## src/rtl/keypad_scanner_if.sv

```systemverilog
// Keypad matrix pins plus the decoded key event outputs of keypad_scanner.
interface keypad_scanner_if;
    logic [3:0] rows_i;
    logic [3:0] cols_o;
    logic [3:0] key_code;
    logic       key_valid;
    logic       key_held;
    logic       multi_key;

    modport slave (
        input  rows_i,
        output cols_o, key_code, key_valid, key_held, multi_key
    );

    modport master (
        output rows_i,
        input  cols_o, key_code, key_valid, key_held, multi_key
    );
endinterface

```

## src/rtl/keypad_scanner.sv

```systemverilog
// 4x4 keypad scanner: one-cold column drive, per-frame debounce, one-cycle key_valid.
// Define KEYPAD_REPEAT_EN to add auto-repeat while a single key stays held.
module keypad_scanner #(
    parameter int SCAN_DIV      = 50000,
    parameter int STABLE_FRAMES = 4,
    parameter int REPEAT_DELAY  = 50,
    parameter int REPEAT_RATE   = 10
) (
    input  logic            clk_50mhz,
    input  logic            rst_n,
    keypad_scanner_if.slave kp
);
    localparam int DIV_W = (SCAN_DIV > 1) ? $clog2(SCAN_DIV) : 1;
    localparam int CNT_W = $clog2(STABLE_FRAMES + 1);

    typedef enum logic [1:0] {IDLE, DEBOUNCE, PRESSED, RELEASE} state_t;

    state_t             st_q, st_d;
    logic [DIV_W-1:0]   div_q;
    logic [1:0]         col_q;
    logic [3:0]         sync1_q, sync2_q;
    logic [15:0]        frame_q;
    logic [CNT_W-1:0]   cnt_q, cnt_d;
    logic [3:0]         cand_q, cand_d;
    logic [3:0]         code_q, code_d;
    logic               multi_q, multi_d;
    logic               valid_q;
    logic               accept;
    logic               fire;
    logic               tick, frame_end;
    logic [15:0]        full;
    logic [4:0]         ones;
    logic [3:0]         pos;
    logic [3:0]         s_code;
    logic               none, one;

    assign tick      = (div_q == DIV_W'(SCAN_DIV - 1));
    assign frame_end = tick && (col_q == 2'd3);

    always_ff @(posedge clk_50mhz or negedge rst_n) begin
        if (!rst_n) begin
            sync1_q <= 4'b1111;
            sync2_q <= 4'b1111;
            div_q   <= '0;
            col_q   <= '0;
            frame_q <= '0;
        end else begin
            sync1_q <= kp.rows_i;
            sync2_q <= sync1_q;
            div_q   <= tick ? '0 : div_q + DIV_W'(1);
            if (tick) begin
                frame_q[col_q*4 +: 4] <= ~sync2_q;
                col_q                 <= col_q + 2'd1;
            end
        end
    end

    // Frame is column-major (bit = col*4+row); key codes are row-major.
    always_comb begin
        full = {~sync2_q, frame_q[11:0]};
        ones = '0;
        pos  = '0;
        for (int i = 0; i < 16; i++) begin
            ones = ones + 5'(full[i]);
            if (full[i]) pos = 4'(i);
        end
        s_code = {pos[1:0], pos[3:2]};
        none   = (ones == 5'd0);
        one    = (ones == 5'd1);
    end

    always_comb begin
        st_d    = st_q;
        cnt_d   = cnt_q;
        cand_d  = cand_q;
        code_d  = code_q;
        multi_d = multi_q;
        accept  = 1'b0;
        if (frame_end) begin
            case (st_q)
                IDLE: begin
                    if (one) begin
                        cand_d = s_code;
                        if (STABLE_FRAMES == 1) begin
                            code_d = s_code;
                            accept = 1'b1;
                            st_d   = PRESSED;
                        end else begin
                            cnt_d = CNT_W'(1);
                            st_d  = DEBOUNCE;
                        end
                    end
                end
                DEBOUNCE: begin
                    if (one && s_code == cand_q) begin
                        if (cnt_q + CNT_W'(1) == CNT_W'(STABLE_FRAMES)) begin
                            code_d = cand_q;
                            accept = 1'b1;
                            cnt_d  = '0;
                            st_d   = PRESSED;
                        end else begin
                            cnt_d = cnt_q + CNT_W'(1);
                        end
                    end else begin
                        cnt_d = '0;
                        st_d  = IDLE;
                    end
                end
                PRESSED: begin
                    if (none) begin
                        if (STABLE_FRAMES == 1) begin
                            multi_d = 1'b0;
                            st_d    = IDLE;
                        end else begin
                            cnt_d = CNT_W'(1);
                            st_d  = RELEASE;
                        end
                    end else if (one) begin
                        multi_d = 1'b0;
                    end else begin
                        multi_d = 1'b1;
                    end
                end
                RELEASE: begin
                    if (none) begin
                        if (cnt_q + CNT_W'(1) == CNT_W'(STABLE_FRAMES)) begin
                            cnt_d   = '0;
                            multi_d = 1'b0;
                            st_d    = IDLE;
                        end else begin
                            cnt_d = cnt_q + CNT_W'(1);
                        end
                    end else begin
                        cnt_d = '0;
                        st_d  = PRESSED;
                    end
                end
                default: st_d = IDLE;
            endcase
        end
    end

`ifdef KEYPAD_REPEAT_EN
    localparam int REP_MAX = (REPEAT_DELAY > REPEAT_RATE) ? REPEAT_DELAY : REPEAT_RATE;
    localparam int REP_W   = $clog2(REP_MAX + 1);

    logic [REP_W-1:0] rep_q, rep_d;
    logic             rep_run_q, rep_run_d;
    logic             rep_pulse;

    // First repeat waits REPEAT_DELAY frames, later ones REPEAT_RATE frames.
    always_comb begin
        rep_d     = rep_q;
        rep_run_d = rep_run_q;
        rep_pulse = 1'b0;
        if (frame_end) begin
            if (st_q == PRESSED && one && s_code == code_q) begin
                if (rep_q + REP_W'(1) == (rep_run_q ? REP_W'(REPEAT_RATE) : REP_W'(REPEAT_DELAY))) begin
                    rep_pulse = 1'b1;
                    rep_d     = '0;
                    rep_run_d = 1'b1;
                end else begin
                    rep_d = rep_q + REP_W'(1);
                end
            end else begin
                rep_d     = '0;
                rep_run_d = 1'b0;
            end
        end
    end

    always_ff @(posedge clk_50mhz or negedge rst_n) begin
        if (!rst_n) begin
            rep_q     <= '0;
            rep_run_q <= 1'b0;
        end else begin
            rep_q     <= rep_d;
            rep_run_q <= rep_run_d;
        end
    end

    assign fire = accept | rep_pulse;
`else
    assign fire = accept;
`endif

    always_ff @(posedge clk_50mhz or negedge rst_n) begin
        if (!rst_n) begin
            st_q    <= IDLE;
            cnt_q   <= '0;
            cand_q  <= '0;
            code_q  <= '0;
            multi_q <= 1'b0;
            valid_q <= 1'b0;
        end else begin
            st_q    <= st_d;
            cnt_q   <= cnt_d;
            cand_q  <= cand_d;
            code_q  <= code_d;
            multi_q <= multi_d;
            valid_q <= fire;
        end
    end

    assign kp.cols_o    = ~(4'b0001 << col_q);
    assign kp.key_code  = code_q;
    assign kp.key_valid = valid_q;
    assign kp.key_held  = (st_q == PRESSED) || (st_q == RELEASE);
    assign kp.multi_key = multi_q;
endmodule

```

## src/flat_wrapper.sv

```systemverilog
// flat-port wrapper written by rule: the top's interface ports become plain ports
module keypad_scanner_flat 
#(
    parameter int SCAN_DIV      = 50000,
    parameter int STABLE_FRAMES = 4,
    parameter int REPEAT_DELAY  = 50,
    parameter int REPEAT_RATE   = 10
)
  (clk_50mhz, rst_n, kp_rows_i, kp_cols_o, kp_key_code, kp_key_valid, kp_key_held, kp_multi_key);
  keypad_scanner_if kp_i ();
  input  logic clk_50mhz;
  input  logic rst_n;
  input wire logic [$bits(kp_i.rows_i)-1:0] kp_rows_i;
  output wire logic [$bits(kp_i.cols_o)-1:0] kp_cols_o;
  output wire logic [$bits(kp_i.key_code)-1:0] kp_key_code;
  output wire logic [$bits(kp_i.key_valid)-1:0] kp_key_valid;
  output wire logic [$bits(kp_i.key_held)-1:0] kp_key_held;
  output wire logic [$bits(kp_i.multi_key)-1:0] kp_multi_key;
  assign kp_i.rows_i = kp_rows_i;
  assign kp_cols_o = kp_i.cols_o;
  assign kp_key_code = kp_i.key_code;
  assign kp_key_valid = kp_i.key_valid;
  assign kp_key_held = kp_i.key_held;
  assign kp_multi_key = kp_i.multi_key;
  keypad_scanner #(.SCAN_DIV(SCAN_DIV), .STABLE_FRAMES(STABLE_FRAMES), .REPEAT_DELAY(REPEAT_DELAY), .REPEAT_RATE(REPEAT_RATE)) u_core (.clk_50mhz(clk_50mhz), .rst_n(rst_n), .kp(kp_i));
endmodule
```

## config.mk

```make
export PLATFORM = sky130hd
export DESIGN_NAME = keypad_scanner_flat
export DESIGN_NICKNAME = d
export VERILOG_FILES = /design/src/rtl/keypad_scanner_if.sv /design/src/rtl/keypad_scanner.sv /design/src/flat_wrapper.sv
export SDC_FILE = /design/constraint.sdc
export NUM_CORES = 1
export LEC_CHECK = 0
export ABC_AREA = 1
export CORE_MARGIN = 2
export CORE_UTILIZATION = 45
export CTS_CLUSTER_SIZE = 8
export DETAILED_ROUTE_END_ITERATION = 16
export PLACE_DENSITY = 0.66
export SETUP_SLACK_MARGIN = 0.5
export SYNTH_ARGS = -nofsm -noshare
export SYNTH_HDL_FRONTEND = slang
export SYNTH_SLANG_ARGS = --single-unit
```

## constraint.sdc

```tcl
create_clock -name clk_50mhz -period 7.4 [get_ports clk_50mhz]
set_input_delay 0.74 -clock clk_50mhz [delete_from_list [all_inputs] [get_ports clk_50mhz]]
set_output_delay 0.74 -clock clk_50mhz [all_outputs]
set_load 0.005 [all_outputs]
```

# After elaboration in Yosys (flattened, before gate mapping)
# Cells that the tools add are included.
# word_totals
word_cells	100
output_inout_bits	11
inputBits	6
regBits	57
# classes
shift	3
n_reduce_logical	11
eq_ne	15
bitwise	2
mux	39
addsub	19
# op_table
operator	count
$add A5 B1 Y5	14
$neg A4 Y34	1
$shift A4 B34 Y16 const A	1
$shiftx A4 B34 Y16	1
$mux W4	8
$mux W3	9
$add A16 B1 Y16 const B	1
$bwmux W16	1
$eq A16 B16 Y1 const B	1
$mux W16	1
$mux W2	8
$pmux W3 S4	1
$reduce_and A5 Y1	2
$mux W1	9
$ne A2 B1 Y1 const B	4
$not A4 Y4	2
$pmux W2 S4	1
$eq A2 B2 Y1 const B	3
$ne A3 B3 Y1 const B	2
$reduce_and A3 Y1	2
$eq A5 B1 Y1 const B	1
$logic_not A5 Y1	1
$eq A4 B4 Y1	1
$reduce_and A4 Y1	1
12 further kinds	13

# Depth between registers and ports, before layout
# depth
ltp_word	20
ltp_mapped	23
ltp_nobuf	23

# Worst setup path after synthesis
# OpenSTA, ideal clock, no wires.
# synth_path
path_type	register to register
start	register u_core.frame_q[0]
end	register u_core.st_q[0]
path_buffers	0
required_time_ns	7.287
arrival_ns	4.546
setup_slack_ns	2.741
setup_ns	0.113
period_less_slack_ns	4.659
stages_incl_launch_ff	22
cell_sequence	dfrtp_1 -> ha_1 -> fa_1 -> fa_1 -> fa_1 -> inv_1 -> fa_1 -> fa_1 -> inv_1 -> fa_1 -> inv_1 -> nand3_1 -> nor3_4 -> nand3_2 -> nor2_4 -> nand3_2 -> nand2_4 -> nand2_4 -> nand2_2 -> nand2_1 -> nand2_1 -> inv_1
# synth_between
elab_chain_cells	19
word_cells_on_any_way	26
cone_classes	add/sub: 15; eq/ne: 5; mux: 3; reduce/logical: 3
# synth_lines
item	line_no	text
start, declared	keypad_scanner.sv:22	logic [15:0] frame_q;
start signal, assigned by index	keypad_scanner.sv:52	frame_q[col_q*4 +: 4] <= ~sync2_q;
$add A1 B1 Y2 (*)	keypad_scanner.sv:64	ones = ones + 5'(full[i]);
$add A5 B1 Y5 (*) (14 in series)	keypad_scanner.sv:64	
$eq A5 B1 Y1	keypad_scanner.sv:69	one = (ones == 5'd1);
$logic_and A1 B1 Y1	keypad_scanner.sv:95	if (one && s_code == cand_q) begin
$ne A3 B3 Y1 (no source line) / $mux W2 (equally long branches)	-	
$reduce_and A5 Y1 (no source line) / $pmux W2 S4 (equally long branches)	-	
end signal, assigned	keypad_scanner.sv:196	st_q <= st_d;
end, declared	keypad_scanner.sv:18	state_t st_q, st_d;
# Mark *: on every way between the ends. The rest lies on a longest branch, timed or not.
# A chain may end at the register's enable or synchronous reset.

# Final worst setup path
# Ends and elaborated chain as after synthesis.

==> out/qor.csv <==
metric;value;unit
status;finished clean;
I/O pin count;17;
Post-CTS Setup Bufs;0;
Die X;86.7;µm
CTS buffer count;5;
critical path type;flip-flop to flip-flop;
Synth top area share;0.366;
Post-route DRC;0;
TritonCTS clock tree;built;
Post-Syn Instances;359;
CTS hold repair buffers;0;
Fill cells;636;
period utilization;0.660;
Crit Path Max Fanout;4;
post-synth top area cell;dfrtp_1;
sequential fraction of the synthesis area;0.435;
first-pass GRT wire length;9530;µm
worst slew pin tran;0.659;ns
Leak;1.70;nW
Final Hold Violating Endpoints;0;
DR iter-0 viols;70;
Fmax;205;MHz
layout cells sized above 1;0.112;
Net Count, Synth;389;
post-CTS sizing;0;
Post-Syn Area per Cell;8.56;µm²
HP Class;flip-flop to flip-flop;
routability cong.;0.809;
Critical Path Source Type;flip-flop;
core area;6720;µm²
dominant register cell in the synthesized netlist;dfrtp_1;
area grow syn2layout;11.2;%
Clock Tree Root;clkbuf_8;
Pwr Density;141;nW/µm²
Seq cells post-synth;53;
number of global-route vias before repair;2147;
largest net degree at the start of global routing;54;
Worst Path Arrival;5.09;ns
Rel. slew slack;0.561;
H-tree levels;2;
DRT Wirelength;5350;µm
global route overflow;0;
Total Neg Setup Slack;0;ns
PortBufs;16;
fin. max-slew vios;0;
Yosys warnings;0;
Cell Area, Synth;3070;µm²
worst-skew pair later-pin latency;0.30;ns
Layout Skew;0.00589;ns
synth top area cells;dfrtp_1, nand2_1, inv_1;
CP Capture Type;flip-flop;
Max clock buf depth;2;
Die ar.;7510;µm²
Via density;4.82;
Core Rows;30;
multi-input logic area;1490;µm²
Pre-antenna DRT Iters;4;
EDFF count, synth;0;
initial antenna violation count;0;
RSZ-0062 raised after global routing;no;
Post-synth ARST share;1.00;
n_diodes;0;
clk slew on worst S/H paths;0.09;ns
WP data required;7.61;ns
distinct cell type count after synthesis;36;
Max-Cap Viols;0;
routed via count;2232;
Starting Density;0.458;
DR WL/cell;11.6;µm
Layout Nets;412;
# setup viols final;0;
die height;86.7;µm
clock sinks;53;
Tmin final;4.88;ns
post-route ant nets;0;
GR Util All Layers;0.159;
Max rail drop VDD;0.0968;mV
Finished Cell Area;3420;µm²
Sequential Area;1340;µm²
Final Util;0.509;
hpwl dp;4180;µm
placed standard-cell area;3330;µm²
through the flow:
stage | worst slack [ns] | instances | hold slack, ns | power, mW
floorplan | 2.74 | 359 | 0.345 | 0.319
global placement | 2.63 | 455 | 0.347 | 0.330
detailed placement | 2.48 | 455 | 0.347 | 0.331
CTS | 2.48 | 463 | 0.361 | 0.491
global route | 2.20 | 463 | 0.365 | 0.505
finish | 2.52 | 463 | 0.359 | 0.482
path summary, 6_finish.rpt:
path                                   startpoint                 to  slack, ns  cells past startpoint
min in group asynchronous                   rst_n   u_core.cand_q[0]       0.54                      2
worst min-delay path            u_core.sync1_q[0]  u_core.sync2_q[0]       0.36                      0
worst min register to register  u_core.sync1_q[0]  u_core.sync2_q[0]       0.36                      0
worst max register to register  u_core.frame_q[0]     u_core.st_q[0]       2.52                     21
max in group asynchronous                   rst_n  u_core.frame_q[0]       6.41                      2
worst max-delay path            u_core.frame_q[0]     u_core.st_q[0]       2.52                     21
synth_stat cells, types with 3 or more instances:
library cell  instances
nand2_1              91
inv_1                61
dfrtp_1              45
nor2_1               27
o21ai_0              23
nand3_1              16
ha_1                 14
fa_1                 10
dfstp_2               8
a21oi_1               6
nand4_1               5
nor3_1                5
nand2_2               4
nand3_2               4
xnor2_1               4
xor2_1                4
inv_2                 3
nor2_2                3
nor2_4                3
nor3_2                3
final cells by class:
cell class / count / share of cell area
well taps: 80 / 0.0293
inverters: 65 / 0.0714
multi-input cells: 240 / 0.436
repair buffers: 17 / 0.0476
flip-flops and latches: 53 / 0.391
clock inverters: 1 / 0.00220
clock buffers: 7 / 0.0223
kinds of logic after synthesis:
kind of cell / count (synthesis) / synth area share
and+or+nand+nor: 170 / 0.270
buffers and inverters: 66 / 0.0806
DFF: 53 / 0.435
AOI/OAI and AO/OA: 36 / 0.0627
adders and majority gates: 24 / 0.122
xor gates and xnor gates: 8 / 0.0228
muxes: 2 / 0.00733
where the power goes:
group	internal (mW)	leakage [nW]	switching, mW	total (mW)
Clock	0.0671	0.0385	0.0903	0.157
Sequential	0.293	0.699	0.00236	0.296
Combinational	0.0105	0.963	0.0183	0.0288
sequential cells by signal (all words and copies together) (netlist names):
register,flops
u_core.cand_q,4
u_core.cnt_q,3
u_core.col_q,2
u_core.div_q,16
u_core.frame_q,12
u_core.kp.key_code,4
u_core.kp.key_valid,1
u_core.kp.multi_key,1
u_core.st_q,2
u_core.sync1_q,4
u_core.sync2_q,4
cells in the final DEF, fill, tap and decap left out, types with 2 or more instances in the layout:
cell type	instances
a21oi_1	6
and3_1	2
clkbuf_1	2
clkbuf_8	5
clkdlybuf4s50_1	15
dfrtp_1	45
dfstp_2	8
fa_1	10
ha_1	14
inv_1	61
inv_2	3
mux2_1	2
nand2_1	91
nand2_2	4
nand2_4	2
nand3_1	16
nand3_2	4
nand4_1	5
nor2_1	27
nor2_2	3
nor2_4	3
nor3_1	5
nor3_2	3
o21ai_0	23
o21ai_1	2
xnor2_1	4
xor2_1	4
per-layer routing:
metal  global-route usage  up-vias  wire [µm]
met3               0.0324        4        166
met2                0.264       29       2510
met4               0.0369        0         44
met1                0.216     1030       2640
met5                    0        -          0
li1                     -     1169          -
worst max-delay path, stage by stage, from the launching register on:
cell,delay (ns)
dfrtp_1,0.39
ha_1,0.31
fa_1,0.51
fa_1,0.44
fa_1,0.52
inv_1,0.05
fa_1,0.46
fa_1,0.37
inv_1,0.10
fa_1,0.42
inv_1,0.07
nand3_1,0.14
nor3_4,0.28
nand3_2,0.13
nor2_4,0.14
nand3_2,0.11
nand2_4,0.10
nand2_4,0.05
nand2_2,0.06
nand2_1,0.05
nand2_1,0.06
inv_1,0.03
Note: power is estimated with default switching activity, not from simulation.
